**config.mk**
```make
export PLATFORM = sky130hd
export DESIGN_NAME = arcade_input_mapper
export DESIGN_NICKNAME = d
export VERILOG_FILES = /design/src/rtl/arcade_input_pkg.sv /design/src/rtl/coin_pulse.sv /design/src/rtl/arcade_input_mapper.sv
export SDC_FILE = /design/constraint.sdc
export NUM_CORES = 1
export LEC_CHECK = 0
export ABC_AREA = 1
export BUFFER_PORTS_ARGS = -buffer_cell sky130_fd_sc_hd__buf_4
export CORE_MARGIN = 2
export CORE_UTILIZATION = 55
export DETAILED_ROUTE_END_ITERATION = 8
export GPL_TIMING_DRIVEN = 0
export HOLD_SLACK_MARGIN = 0.08
export PLACE_DENSITY = 0.84
export SLEW_MARGIN = 40
export SYNTH_ARGS = -nofsm -noshare
export SYNTH_HDL_FRONTEND = slang
export SYNTH_SLANG_ARGS = --single-unit
```
**constraint.sdc**
```tcl
create_clock -name clk_sys -period 2.46 [get_ports clk_sys]
set_input_delay 0.246 -clock clk_sys [delete_from_list [all_inputs] [get_ports clk_sys]]
set_output_delay 0.246 -clock clk_sys [all_outputs]
set_load 0.05 [all_outputs]
```
**src/rtl/arcade_input_pkg.sv**
```systemverilog
// arcade_input_pkg
// Shared constants for the arcade input mapper:
//   - 9-bit PS/2 scancodes ({extended, code}) for every mapped key
//   - bit indices inside the hps_io joystick words
//   - bit positions inside the active-low in0/in1 cabinet bytes
//   - coin pulse FSM state encoding
// No ports (package). Optional feature macro used by the mapper top:
// ARCADE_INPUT_AUTOFIRE_EN.

package arcade_input_pkg;

    // Arrow keys carry the extended prefix; the mapper ignores that bit for them.
    localparam logic [8:0] SC_UP    = 9'h175;
    localparam logic [8:0] SC_DOWN  = 9'h172;
    localparam logic [8:0] SC_LEFT  = 9'h16B;
    localparam logic [8:0] SC_RIGHT = 9'h174;

    localparam logic [8:0] SC_SPACE = 9'h029;
    localparam logic [8:0] SC_CTRL  = 9'h014;
    localparam logic [8:0] SC_F1    = 9'h005;
    localparam logic [8:0] SC_F2    = 9'h006;
    localparam logic [8:0] SC_F5    = 9'h003;
    localparam logic [8:0] SC_1     = 9'h016;
    localparam logic [8:0] SC_2     = 9'h01E;
    localparam logic [8:0] SC_5     = 9'h02E;
    localparam logic [8:0] SC_6     = 9'h036;
    localparam logic [8:0] SC_R     = 9'h02D;
    localparam logic [8:0] SC_F     = 9'h02B;
    localparam logic [8:0] SC_D     = 9'h023;
    localparam logic [8:0] SC_G     = 9'h034;
    localparam logic [8:0] SC_A     = 9'h01C;
    localparam logic [8:0] SC_S     = 9'h01B;

    // Joystick word layout (same for both players)
    localparam int JOY_RIGHT  = 0;
    localparam int JOY_LEFT   = 1;
    localparam int JOY_DOWN   = 2;
    localparam int JOY_UP     = 3;
    localparam int JOY_FIRE   = 4;
    localparam int JOY_START1 = 5;
    localparam int JOY_START2 = 6;
    localparam int JOY_SKIP   = 7;
    localparam int JOY_COIN   = 8;

    // in0 byte layout (bit 7 is unused and always reads inactive)
    localparam int IN0_UP1    = 0;
    localparam int IN0_LEFT1  = 1;
    localparam int IN0_RIGHT1 = 2;
    localparam int IN0_DOWN1  = 3;
    localparam int IN0_SKIP1  = 4;
    localparam int IN0_COIN1  = 5;
    localparam int IN0_COIN2  = 6;

    // in1 byte layout
    localparam int IN1_UP2    = 0;
    localparam int IN1_LEFT2  = 1;
    localparam int IN1_RIGHT2 = 2;
    localparam int IN1_DOWN2  = 3;
    localparam int IN1_FIRE1  = 4;
    localparam int IN1_START1 = 5;
    localparam int IN1_START2 = 6;
    localparam int IN1_FIRE2  = 7;

    typedef enum logic [1:0] {
        IDLE,
        PULSE,
        HOLD
    } coin_state_t;

endpackage

```
**src/rtl/coin_pulse.sv**
```systemverilog
// coin_pulse
// Turns a level coin request into one fixed-length coin pulse lasting
// COIN_FRAMES frame ticks. Holding the request yields a single credit; the
// request must drop before another pulse can start.
// Ports:
//   clk_sys  in  system clock
//   reset_n  in  synchronous reset, active low
//   tick     in  one-cycle frame tick
//   req      in  coin request level (key or joystick)
//   inhibit  in  forces the FSM back to IDLE
//   coin     out coin asserted (active high) while pulsing

module coin_pulse
    import arcade_input_pkg::*;
#(
    parameter int COIN_FRAMES = 4
) (
    input  logic clk_sys,
    input  logic reset_n,
    input  logic tick,
    input  logic req,
    input  logic inhibit,
    output logic coin
);

    localparam logic [3:0] CNT_LAST = 4'(COIN_FRAMES - 1);

    coin_state_t state, state_nxt;
    logic [3:0]  cnt, cnt_nxt;
    logic        req_d;

    // State, frame counter and request history. req_d keeps following the
    // request even while inhibited, so a coin held across a ROM download
    // does not look like a fresh press afterwards.
    always_ff @(posedge clk_sys) begin
        if (!reset_n) begin
            state <= IDLE;
            cnt   <= 4'd0;
            req_d <= 1'b0;
        end else begin
            state <= state_nxt;
            cnt   <= cnt_nxt;
            req_d <= req;
        end
    end

    // Only a rising request edge starts a pulse; re-presses and releases
    // during PULSE/HOLD have no effect on the pulse length.
    always_comb begin
        state_nxt = state;
        cnt_nxt   = cnt;
        coin      = 1'b0;
        case (state)
            IDLE: begin
                if (req && !req_d) begin
                    state_nxt = PULSE;
                    cnt_nxt   = 4'd0;
                end
            end
            PULSE: begin
                coin = 1'b1;
                if (tick) begin
                    if (cnt == CNT_LAST) begin
                        state_nxt = HOLD;
                    end else begin
                        cnt_nxt = cnt + 4'd1;
                    end
                end
            end
            HOLD: begin
                if (!req) begin
                    state_nxt = IDLE;
                end
            end
            default: state_nxt = IDLE;
        endcase
        if (inhibit) begin
            state_nxt = IDLE;
            cnt_nxt   = 4'd0;
        end
    end

endmodule

```
**src/rtl/arcade_input_mapper.sv**
```systemverilog
// arcade_input_mapper
// Merges PS/2 keyboard events and two hps_io joystick words into the
// registered, active-low cabinet bytes in0/in1 for the game core. Handles
// horizontal-display direction remapping and shapes coin requests into
// frame-counted pulses.
// Optional feature macro: ARCADE_INPUT_AUTOFIRE_EN (fire buttons toggle
// every AUTOFIRE_FRAMES frame ticks while held).
// Ports:
//   clk_sys     in  system clock
//   reset_n     in  synchronous reset, active low
//   ps2_key     in  [10] toggle, [9] pressed, [8] extended, [7:0] scancode
//   joystick_0  in  player 1 joystick word
//   joystick_1  in  player 2 joystick word
//   vblank      in  rising edge marks a frame tick
//   rotate      in  1 = horizontal display, remap directions
//   inhibit     in  1 = ROM download, force all inputs inactive
//   in0         out ~{0, coin2, coin1, skip1, down1, right1, left1, up1}
//   in1         out ~{fire2, start2, start1, fire1, down2, right2, left2, up2}

module arcade_input_mapper
    import arcade_input_pkg::*;
#(
    parameter int COIN_FRAMES     = 4,
    parameter int AUTOFIRE_FRAMES = 3
) (
    input  logic        clk_sys,
    input  logic        reset_n,
    input  logic [10:0] ps2_key,
    input  logic [15:0] joystick_0,
    input  logic [15:0] joystick_1,
    input  logic        vblank,
    input  logic        rotate,
    input  logic        inhibit,
    output logic [7:0]  in0,
    output logic [7:0]  in1
);

    logic       toggle_d;
    logic       vblank_d;
    logic       key_event;
    logic       tick;
    logic [8:0] key_code;

    logic key_up1, key_down1, key_left1, key_right1, key_fire1, key_skip1;
    logic key_up2, key_down2, key_left2, key_right2, key_fire2, key_skip2;
    logic key_start1, key_start2, key_coin1, key_coin2;

    logic up1_raw, down1_raw, left1_raw, right1_raw;
    logic up2_raw, down2_raw, left2_raw, right2_raw;
    logic up1, down1, left1, right1, up2, down2, left2, right2;
    logic fire1, fire2, fire1_out, fire2_out;
    logic start1, start2, skip1;
    logic coin1_req, coin2_req, coin1, coin2;
    logic [7:0] in0_act, in1_act;

    logic unused_bits;

    assign key_event = ps2_key[10] ^ toggle_d;
    assign key_code  = ps2_key[8:0];
    assign tick      = vblank & ~vblank_d;

    // Key capture: one register per logical input, written with the pressed
    // flag on the edge that sees the toggle change. Arrows match both with
    // and without the extended prefix.
    always_ff @(posedge clk_sys) begin
        if (!reset_n) begin
            toggle_d   <= 1'b0;
            vblank_d   <= 1'b0;
            key_up1    <= 1'b0;
            key_down1  <= 1'b0;
            key_left1  <= 1'b0;
            key_right1 <= 1'b0;
            key_fire1  <= 1'b0;
            key_skip1  <= 1'b0;
            key_up2    <= 1'b0;
            key_down2  <= 1'b0;
            key_left2  <= 1'b0;
            key_right2 <= 1'b0;
            key_fire2  <= 1'b0;
            key_skip2  <= 1'b0;
            key_start1 <= 1'b0;
            key_start2 <= 1'b0;
            key_coin1  <= 1'b0;
            key_coin2  <= 1'b0;
        end else begin
            toggle_d <= ps2_key[10];
            vblank_d <= vblank;
            if (key_event) begin
                case (key_code)
                    SC_UP,    {1'b0, SC_UP[7:0]}:    key_up1    <= ps2_key[9];
                    SC_DOWN,  {1'b0, SC_DOWN[7:0]}:  key_down1  <= ps2_key[9];
                    SC_LEFT,  {1'b0, SC_LEFT[7:0]}:  key_left1  <= ps2_key[9];
                    SC_RIGHT, {1'b0, SC_RIGHT[7:0]}: key_right1 <= ps2_key[9];
                    SC_SPACE, SC_CTRL:               key_fire1  <= ps2_key[9];
                    SC_F1, SC_1:                     key_start1 <= ps2_key[9];
                    SC_F2, SC_2:                     key_start2 <= ps2_key[9];
                    SC_F5:                           key_skip1  <= ps2_key[9];
                    SC_5:                            key_coin1  <= ps2_key[9];
                    SC_6:                            key_coin2  <= ps2_key[9];
                    SC_R:                            key_up2    <= ps2_key[9];
                    SC_F:                            key_down2  <= ps2_key[9];
                    SC_D:                            key_left2  <= ps2_key[9];
                    SC_G:                            key_right2 <= ps2_key[9];
                    SC_A:                            key_fire2  <= ps2_key[9];
                    SC_S:                            key_skip2  <= ps2_key[9];
                    default: ;
                endcase
            end
        end
    end

    // Merge keyboard and joystick, then rotate directions for horizontal
    // mode. Start buttons are cabinet-wide, so either joystick can press them.
    always_comb begin
        up1_raw    = key_up1    | joystick_0[JOY_UP];
        down1_raw  = key_down1  | joystick_0[JOY_DOWN];
        left1_raw  = key_left1  | joystick_0[JOY_LEFT];
        right1_raw = key_right1 | joystick_0[JOY_RIGHT];
        up2_raw    = key_up2    | joystick_1[JOY_UP];
        down2_raw  = key_down2  | joystick_1[JOY_DOWN];
        left2_raw  = key_left2  | joystick_1[JOY_LEFT];
        right2_raw = key_right2 | joystick_1[JOY_RIGHT];
        fire1      = key_fire1  | joystick_0[JOY_FIRE];
        fire2      = key_fire2  | joystick_1[JOY_FIRE];
        skip1      = key_skip1  | joystick_0[JOY_SKIP];
        start1     = key_start1 | joystick_0[JOY_START1] | joystick_1[JOY_START1];
        start2     = key_start2 | joystick_0[JOY_START2] | joystick_1[JOY_START2];
        coin1_req  = key_coin1  | joystick_0[JOY_COIN];
        coin2_req  = key_coin2  | joystick_1[JOY_COIN];
        if (rotate) begin
            up1    = left1_raw;
            down1  = right1_raw;
            left1  = down1_raw;
            right1 = up1_raw;
            up2    = left2_raw;
            down2  = right2_raw;
            left2  = down2_raw;
            right2 = up2_raw;
        end else begin
            up1    = up1_raw;
            down1  = down1_raw;
            left1  = left1_raw;
            right1 = right1_raw;
            up2    = up2_raw;
            down2  = down2_raw;
            left2  = left2_raw;
            right2 = right2_raw;
        end
    end

`ifdef ARCADE_INPUT_AUTOFIRE_EN
    localparam logic [3:0] AF_LAST = 4'(AUTOFIRE_FRAMES - 1);

    logic [3:0] af_cnt1, af_cnt2;
    logic       af_phase1, af_phase2;

    // Autofire phase: starts in the asserted phase on press and flips every
    // AUTOFIRE_FRAMES ticks; releasing fire or inhibiting restarts it.
    always_ff @(posedge clk_sys) begin
        if (!reset_n || inhibit || !fire1) begin
            af_cnt1   <= 4'd0;
            af_phase1 <= 1'b0;
        end else if (tick) begin
            if (af_cnt1 == AF_LAST) begin
                af_cnt1   <= 4'd0;
                af_phase1 <= ~af_phase1;
            end else begin
                af_cnt1 <= af_cnt1 + 4'd1;
            end
        end
    end

    // Same autofire timing for player 2 fire.
    always_ff @(posedge clk_sys) begin
        if (!reset_n || inhibit || !fire2) begin
            af_cnt2   <= 4'd0;
            af_phase2 <= 1'b0;
        end else if (tick) begin
            if (af_cnt2 == AF_LAST) begin
                af_cnt2   <= 4'd0;
                af_phase2 <= ~af_phase2;
            end else begin
                af_cnt2 <= af_cnt2 + 4'd1;
            end
        end
    end

    assign fire1_out = fire1 & ~af_phase1;
    assign fire2_out = fire2 & ~af_phase2;
`else
    localparam int unused_autofire_frames = AUTOFIRE_FRAMES;

    assign fire1_out = fire1;
    assign fire2_out = fire2;
`endif

    coin_pulse #(.COIN_FRAMES(COIN_FRAMES)) u_coin1 (
        .clk_sys (clk_sys),
        .reset_n (reset_n),
        .tick    (tick),
        .req     (coin1_req),
        .inhibit (inhibit),
        .coin    (coin1)
    );

    coin_pulse #(.COIN_FRAMES(COIN_FRAMES)) u_coin2 (
        .clk_sys (clk_sys),
        .reset_n (reset_n),
        .tick    (tick),
        .req     (coin2_req),
        .inhibit (inhibit),
        .coin    (coin2)
    );

    // Assemble active-high views of the two cabinet bytes.
    always_comb begin
        in0_act             = 8'h00;
        in0_act[IN0_UP1]    = up1;
        in0_act[IN0_LEFT1]  = left1;
        in0_act[IN0_RIGHT1] = right1;
        in0_act[IN0_DOWN1]  = down1;
        in0_act[IN0_SKIP1]  = skip1;
        in0_act[IN0_COIN1]  = coin1;
        in0_act[IN0_COIN2]  = coin2;

        in1_act             = 8'h00;
        in1_act[IN1_UP2]    = up2;
        in1_act[IN1_LEFT2]  = left2;
        in1_act[IN1_RIGHT2] = right2;
        in1_act[IN1_DOWN2]  = down2;
        in1_act[IN1_FIRE1]  = fire1_out;
        in1_act[IN1_START1] = start1;
        in1_act[IN1_START2] = start2;
        in1_act[IN1_FIRE2]  = fire2_out;
    end

    // Registered active-low outputs; inhibit blanks everything on the next edge.
    always_ff @(posedge clk_sys) begin
        if (!reset_n || inhibit) begin
            in0 <= 8'hFF;
            in1 <= 8'hFF;
        end else begin
            in0 <= ~in0_act;
            in1 <= ~in1_act;
        end
    end

    // Inputs with no cabinet destination (upper joystick bits, P2 skip).
    assign unused_bits = ^{joystick_0[15:9], joystick_1[15:9],
                           joystick_1[JOY_SKIP], key_skip2};

endmodule

```
## Word-level counts from Yosys, hierarchy flattened

Index checks and enable logic that the tools add are counted.
W data, S select, Z words.

- Register bits: 47
- Input bits: 48
- Output and inout port bits: 16

- $add $sub $neg: 2
- Eq/ne operators: 38
- Muxes and demuxes: 28
- Bitwise operators: 23
- Reductions and logical operators: 37

Operators by type and width:

| operator | count |
|---|---|
| $eq A9 B6 Y1 const B | 7 |
| $eq A9 B5 Y1 const B | 4 |
| $eq A9 B7 Y1 const B | 4 |
| $eq A9 B9 Y1 const B | 4 |
| $reduce_and A2 Y1 | 15 |
| $mux W4 | 6 |
| $eq A9 B3 Y1 const B | 2 |
| $or A1 B1 Y1 | 17 |
| $mux W2 | 8 |
| $pmux W4 S2 | 2 |
| $reduce_and A4 Y1 | 4 |
| $reduce_or A2 Y1 | 8 |
| $ne A2 B2 Y1 const B | 6 |
| $pmux W2 S3 | 2 |
| $mux W1 | 10 |
| $eq A9 B2 Y1 const B | 1 |
| $add A4 B1 Y4 const B | 2 |
| $eq A4 B2 Y1 const B | 2 |
| $ne A2 B1 Y1 const B | 4 |
| $not A7 Y8 | 1 |
| $not A8 Y8 | 1 |
| $eq A2 B1 Y1 const B | 2 |
| $eq A2 B2 Y1 const B | 2 |
| $logic_not A2 Y1 | 2 |
| other kinds (7) | 12 |

## Logic depth before layout (Yosys ltp)

Gate-level depths: netlist of run 1.

- Depth in word-level cells: 4
- Depth in mapped cells: 9
- Depth with buffers taken out: 9

## Modules after synthesis

Synthesis of run 1 repeated with hierarchy kept, for this count alone.

- Cells, all modules: 341
- Area, all modules: 2311.0 µm²

By module, submodules not included:

| module | instances | cells an instance | area each (µm²) | seq. area each (µm²) |
|---|---|---|---|---|
| arcade_input_mapper | 1 | 215 | 1487.7 | 640.6 |
| coin_pulse | 2 | 63 | 411.6 | 140.1 |

## Worst setup path before layout of run 1

No wires, ideal clock.

- Path kind: register to register
- Start: reg u_coin1.state[0]
- End: reg u_coin1.cnt[0]
- Data arrival time: 1.149 ns
- Required time: 2.390 ns
- Setup slack: 1.241 ns
- Stages on the path, launching flop included: 8
- Buffers on the path: 0
- Period minus slack after synthesis: 1.219 ns
- Cells stage by stage: dfxtp_1 inv_2 nor2_1 inv_2 nor2_8 inv_2 or2_0 a21oi_1

- Cells in the longest elaborated chain, start to end: 3

Ends and longest elaborated chain:

| what | line | source |
|---|---|---|
| start: declaration | coin_pulse.sv:28 | `coin_state_t state, state_nxt;` |
| start signal: assignment | coin_pulse.sv:41 | `state <= state_nxt;` |
| $eq A2 B1 Y1 / $logic_not A2 Y1 (equally long branches) | coin_pulse.sv:53 | `case (state)` |
| $ne A2 B2 Y1 (no line), or another cell as far along | -- |  |
| $reduce_and A4 Y1 (no line) | -- |  |
| end signal: assignment | coin_pulse.sv:42 | `cnt <= cnt_nxt;` |
| end: declaration | coin_pulse.sv:29 | `logic [3:0] cnt, cnt_nxt;` |

Several ways; a longest one is shown, not always the timed one.
A chain may end at the register's enable or synchronous reset.

## Worst setup path in the final report of run 1

- Start: reg toggle_d
- End: reg key_coin2

- Cells in the longest elaborated chain, start to end: 2

Ends and longest elaborated chain:

| what | line | source |
|---|---|---|
| start: declaration | arcade_input_mapper.sv:38 | `logic toggle_d;` |
| start signal: assignment | arcade_input_mapper.sv:86 | `toggle_d <= ps2_key[10];` |
| $xor A1 B1 Y1 | arcade_input_mapper.sv:58 | `assign key_event = ps2_key[10] ^ toggle_d;` |
| $reduce_and A2 Y1 (no line) | -- |  |
| end signal: assignment | arcade_input_mapper.sv:99 | `SC_6: key_coin2 <= ps2_key[9];` |
| end: declaration | arcade_input_mapper.sv:46 | `logic key_start1, key_start2, key_coin1, key_coin2;` |

Every way passes these cells.

==> flow_summary.toml, run 1 <==
[worst_setup_path]
startpoint_type = "flip-flop"
r2r_setup_slack_ns = 1.05
cp_data_arrival_time_ns = 1.62
critPathTopFamily = "simple AND/OR/NAND/NOR gates"
crit_path_end_kind = "flip-flop"
cp_slowest_cell = "dfxtp_1"
crit_path_max_fanout = 8
worstRegToRegCells = 9
path_class = "reg2reg"
slowest_delay_ns = 0.33
crit_path_frequent_cell = "nand2_1"
cp.depth = 9
critPathRequiredTime_ns = 2.67
crit_path_cell_trace = "inv_1 -> nand2_1 -> nand3_1 -> inv_1 -> nand2_1 -> nor2_1 -> nand2_1 -> nand2_1 -> nor2_1"
crit_buf_inv = 2

[clock_tree]
cts_sinks = 46
cts_tree = "done"
insertion_delay_ns = 0.30
clkSlewWorstSetupHoldPaths_ns = 0.09
post_cts_resized = 0
cts_inserted_buffers = 5
cts_buffer_depth = 2
clock-root-buffer = "clkbuf_8"
htreeDepth = 2
postCtsSetupRepairBufs = 0
ctsHoldBuffers = 0

[placement]
place_congestion = 0.913
portBuffers = 47
hpwlAfterDp_mm = 3.96

[power]
combPwrFrac = 0.168
seqPwrFrac = 0.522
p_per_area_mw_per_mm2 = 549
ir_drop_mv = 0.348
sw_frac_of_total = 0.291
pwr-share-clk = 0.310
internal_power_uw = 1060
p_leak_uw = 0.00133
p_sw_uw = 435

[yosys]
async_flop_share = 0
ys_top_cells_by_area = "dfxtp_1 42%, nand2_1 16%, nor2_1 12%"
ys_types = 28
synth_ff_type = "dfxtp_1"
synth_edf_count = 0
synth_common_cells = "94 x nand2_1, 69 x nor2_1, 46 x dfxtp_1"
netlist.area_leader.share = 0.415
yosysWarningCount = 0
synth_seq_cells = 46
syn_area_mm2 = 0.00222
yosysMostFrequentCell = "nand2_1"
synth_nets = 391
yosysTopAreaCell = "dfxtp_1"
syn-mean-instance-area_um2 = 6.50
seq_area_frac_synth = 0.415
synthCells = 341

[floorplanning]
start_util = 0.562
die_y_um = 67.5
die_w_um = 67.5
row_count = 23
dieArea_mm2 = 0.00455
boundaryPins = 64
coreArea_mm2 = 0.00394

[sta]
setup_viol = 0
drv_slew = 0
relSlewSlack = 0.649
worstMarginPinSlew_ns = 0.526
skew_ns = 0.00444
min_period_ns = 1.41
finalSetupTns_ns = 0
finalCritPeriodShare = 0.575
fmax_ghz = 0.707
rsz0062_at_grt = "false"
hold-worst-slack_ns = 0.0987
hold_violations = 0

[route]
wirelength_mm = 5.06
viasPerCell = 5.05
num_vias = 2251
first_iter_violations = 201
antenna_left = 0
drc = 0
post_drt_wl_per_cell_um = 11.4
firstDrtPassIters = 4

[final_layout]
fin_nets = 445
diodes = 0
syn_to_final_growth_pct = 22.6
final_layout_size_suffix_gt1_frac = 0.164
fin_util = 0.690

[min_path]
hold_depth = 2
hold_class = "in2reg"

[global_routing]
grt_max_degree = 15
grt_pass1_wl_mm = 8.13
grt-ovfl-total = 0
grtUsageTotal = 0.238
antenna_found_initial = 0
first_global_vias = 1982

[run]
max-cap-violations = 0

[outcome]
status = "complete, no violations"
[flip-flops by register name (all words and copies together), names as in the netlist, 2 cells and up]
signal         cells
u_coin1.state      2
u_coin1.cnt        4
u_coin2.state      2
u_coin2.cnt        4
in1                8
in0                7
[through the flow]
stage	area [µm²]	power, µW	cells	setup slack (ns)
floorplan	2220	951	341	1.24
global placement	2630	1040	438	0.987
detailed placement	2630	1050	438	0.970
CTS	2720	1500	446	1.06
global route	2720	1560	446	0.887
finish	2720	1490	446	1.05
[final cells by class]
cell class,instances,area (µm²)
Multi-Input combinational cell,242,1080
Buffer,5,31.3
Timing Repair Buffer,47,353
Sequential cell,46,921
Tap cell,50,62.6
Fill cell,370,1220
Clock buffer,6,72.6
Clock inverter,2,13.8
Inverter,48,180
[final timing paths]
kind | startpoint | endpoint
setup / recovery | toggle_d | key_coin2
hold / removal | joystick_0[4] | in1[4]
setup reg to reg | toggle_d | key_coin2
hold reg to reg | key_fire2 | in1[7]
[layer usage]
metal  track usage  routed length (µm)
met5             0                   0
met4        0.0944                  63
met3        0.0633                 220
met2         0.418                2560
met1         0.272                2220
[cell families after synthesis]
family	share of synthesized area
compound gates	0.109
xor+xnor	0.00395
fa+ha+maj	0.0113
buf+inv	0.0954
flops	0.415
other cells	0.00169
simple gates	0.363
[cells in the final DEF (no fill, tap or decap), types with 2 or more instances in the layout]
cell,Yosys,layout
nor2_1,69,69
nor3_1,7,7
inv_2,5,5
o31ai_1,6,6
nand4_1,4,4
dfxtp_1,46,46
nand2_1,94,94
clkbuf_1,2,3
nand3_1,19,19
inv_1,42,42
buf_4,1,48
a21oi_1,20,20
o21ai_0,8,8
ha_1,2,2
o311ai_0,3,3
clkbuf_8,0,5
[power groups by stage]
| stage | Sequential (µW) | Clock, µW | Combinational (µW) |
|---|---|---|---|
| after floorplan | 834 | 0 | 117 |
| after global placement | 797 | 0 | 243 |
| after detailed placement | 797 | 0 | 248 |
| after CTS | 780 | 467 | 250 |
| after global routing | 783 | 502 | 278 |
| final | 780 | 463 | 250 |
Note: power is estimated with default switching activity, not from simulation.
==> run 2, diff against run 1 <==
--- a/config.mk
+++ b/config.mk
@@ -5,14 +5,14 @@
 export SDC_FILE = /design/constraint.sdc
 export NUM_CORES = 1
 export LEC_CHECK = 0
-export ABC_AREA = 1
+export ABC_AREA = 0
 export BUFFER_PORTS_ARGS = -buffer_cell sky130_fd_sc_hd__buf_4
 export CORE_MARGIN = 2
-export CORE_UTILIZATION = 55
+export CORE_UTILIZATION = 46
 export DETAILED_ROUTE_END_ITERATION = 8
 export GPL_TIMING_DRIVEN = 0
 export HOLD_SLACK_MARGIN = 0.08
-export PLACE_DENSITY = 0.84
+export PLACE_DENSITY = 0.76
 export SLEW_MARGIN = 40
 export SYNTH_ARGS = -nofsm -noshare
 export SYNTH_HDL_FRONTEND = slang
==> constraint.sdc (replaced) <==
create_clock -name clk_sys -period 1.15 [get_ports clk_sys]
set_input_delay 0.115 -clock clk_sys [delete_from_list [all_inputs] [get_ports clk_sys]]
set_output_delay 0.115 -clock clk_sys [all_outputs]
set_load 0.05 [all_outputs]
==> flow_summary.toml, run 2 <==
[outcome]
status = "complete, but fails checks"
violations = "setup timing"

[yosys]
netlist.area_leader.share = 0.436
synth_nets = 291
synth-compound-area-share = 0.159
ys_types = 48
yosysWarningCount = 0
async_flop_share = 0
synth_ff_type = "dfxtp_1"
syn-mean-instance-area_um2 = 8.77
synth_seq_cells = 46
yosysMostFrequentCell = "dfxtp_1"
seq_area_frac_synth = 0.436
synth_top_family_by_area = "simple AND/OR/NAND/NOR gates"
ys_top_cells_by_area = "dfxtp_1 44%, mux2i_1 5.7%, nand2_1 5.0%"
synth_common_cells = "46 x dfxtp_1, 28 x nand2_1, 23 x nor2_1"
synthCells = 241
yosys.area_share.simple = 0.284
synth-adder-area-share = 0.0118
yosysTopAreaCell = "dfxtp_1"
synth_mux_area_frac = 0.0568
synth_edf_count = 0
synthXorXnorAreaFrac = 0.00770
syn_area_mm2 = 0.00211

[final_layout]
final_layout_size_suffix_gt1_frac = 0.356
mostFrequentLayoutCells = "56 x buf_4, 37 x dfxtp_1, 26 x nand2_1, 21 x nor2_1, 15 x dlygate4sd3_1"
diodes = 0
finalNonFillerCells = 375
final_common_cell = "buf_4"
largest_reg_flops = 8
fin_nets = 372
regMostFlops = "in1"
largestRegisters = "in1 (8), in0 (7)"
fin_util = 0.715
syn_to_final_growth_pct = 48.3

[route]
num_vias = 2098
post_drt_wl_per_cell_um = 14.9
drc = 0
wirelength_mm = 5.57
first_iter_violations = 81
antenna_left = 0
firstDrtPassIters = 4
viasPerCell = 5.59

[clock_tree]
cts_sinks = 46
cts_buffer_depth = 2
clkSlewWorstSetupHoldPaths_ns = 0.09
cts_tree = "done"
htreeDepth = 2
cts_inserted_buffers = 5
insertion_delay_ns = 0.31
clock-root-buffer = "clkbuf_8"

[worst_setup_path]
path_class = "reg2reg"
crit_path_max_fanout = 3
startpoint_type = "flip-flop"
crit_path_end_kind = "flip-flop"
critPathRequiredTime_ns = 1.39
cp_data_arrival_time_ns = 1.67

[global_routing]
grt_max_degree = 15
grtUsageTotal = 0.218
antenna_found_initial = 0
grt_pass1_wl_mm = 8.95
first_global_vias = 2051
grt-ovfl-total = 0

[floorplanning]
dieArea_mm2 = 0.00515
boundaryPins = 64
row_count = 24
coreArea_mm2 = 0.00438
die_y_um = 71.8
start_util = 0.482
die_w_um = 71.8

[sta]
drv_slew = 0
setup_viol = 23
fmax_ghz = 0.697
min_period_ns = 1.44
rsz0062_at_grt = "true"
worstMarginPinSlew_ns = 0.655
finalCritPeriodShare = 1.25
worst_slack_ns = -0.286
relSlewSlack = 0.561
hold_violations = 0
skew_ns = 0.00644

[placement]
pre_cts_slack_ns = -0.491
dp.cells = 338
hpwlAfterDp_mm = 3.50
portBuffers = 45
place_congestion = 0.814

[run]
max-cap-violations = 0

[power]
p_per_area_mw_per_mm2 = 1100
p_leak_uw = 0.00125
ir_drop_mv = 0.559

[min_path]
hold_class = "in2reg"
-- run 2: cell count changes after synthesis, moves of 8 or more --
cell,change
nand3_1,-13
clkbuf_1,+9
nand4_1,+8
inv_1,-40
mux2i_1,+12
nor2b_1,+12
o21ai_0,+9
nor2_1,-46
a21oi_1,-9
nand2_1,-66
-- run 2: final timing paths --
| path | startpoint | end | slack (ns) | cells past startpoint |
|---|---|---|---|---|
| setup / recovery | u_coin2.cnt[0] | u_coin2.cnt[0] | -0.29 | 5 |
| setup reg to reg | u_coin2.cnt[0] | u_coin2.cnt[0] | -0.29 | 5 |
| hold reg to reg | key_start1 | in1[5] | 0.46 | 1 |
| hold / removal | inhibit | in0[6] | 0.07 | 3 |
-- run 2: kinds of logic after synthesis --
family / after synthesis
buffers and inverters: 17
flip-flops: 46
multiplexers: 12
XOR/XNOR: 1
adder cells (fa/ha/maj): 2
other: 1
AND/OR/NAND/NOR: 110
AO/OA/AOI/OAI: 52
-- run 2: layer usage --
metal / up-vias / GRT usage / part of all wire
li1: 1042 / - / -
met1: 988 / 0.251 / 0.42
met2: 55 / 0.392 / 0.52
met3: 13 / 0.0464 / 0.038
met4: 0 / 0.0881 / 0.017
met5: - / 0 / 0
-- run 2: repair_timing --
item,CTS,global route
setup endpoints to repair,24,27
pin swaps,12,8
endpoints found under the hold margin,15,0
hold buffers,15,0
gates cloned,0,1
gates resized for setup,18,22
buffers inserted,9,5
-- run 2: worst max-delay path: stages (launching register included) --
cell,delay (ns)
dfxtp_2,0.34
ha_4,0.15
nor3b_4,0.14
o32a_1,0.21
or4_1,0.42
o21ai_1,0.10
-- run 2: report_power, final --
part	internal, µW	switching, µW	total [µW]
registers	1620	20.6	1640
logic	267	310	577
clock network	640	584	1220
total	2530	915	3450
-- run 2: layout make-up --
class / count / area, µm²
well taps: 52 / 65.1
flip-flops and latches: 46 / 937
plain buffers: 14 / 92.6
clock inverters: 3 / 40.0
inverters: 2 / 7.51
fillers: 330 / 1250
clock buffers: 5 / 68.8
multi-input cells: 178 / 1290
repair buffers: 75 / 628
-- run 2: per-stage QoR --
step	total power [µW]	instance area [µm²]	setup TNS, ns	hold WS [ns]
3_3_place_gp	2120	2610	-4.77	0.292
5_1_grt	3570	3130	-4.99	0.0872
2_1_floorplan	1950	2210	-1.16	0.207
3_5_place_dp	2130	2610	-6.29	0.300
6_report	3450	3130	-3.60	0.0739
4_1_cts	3410	3020	-3.52	0.0499
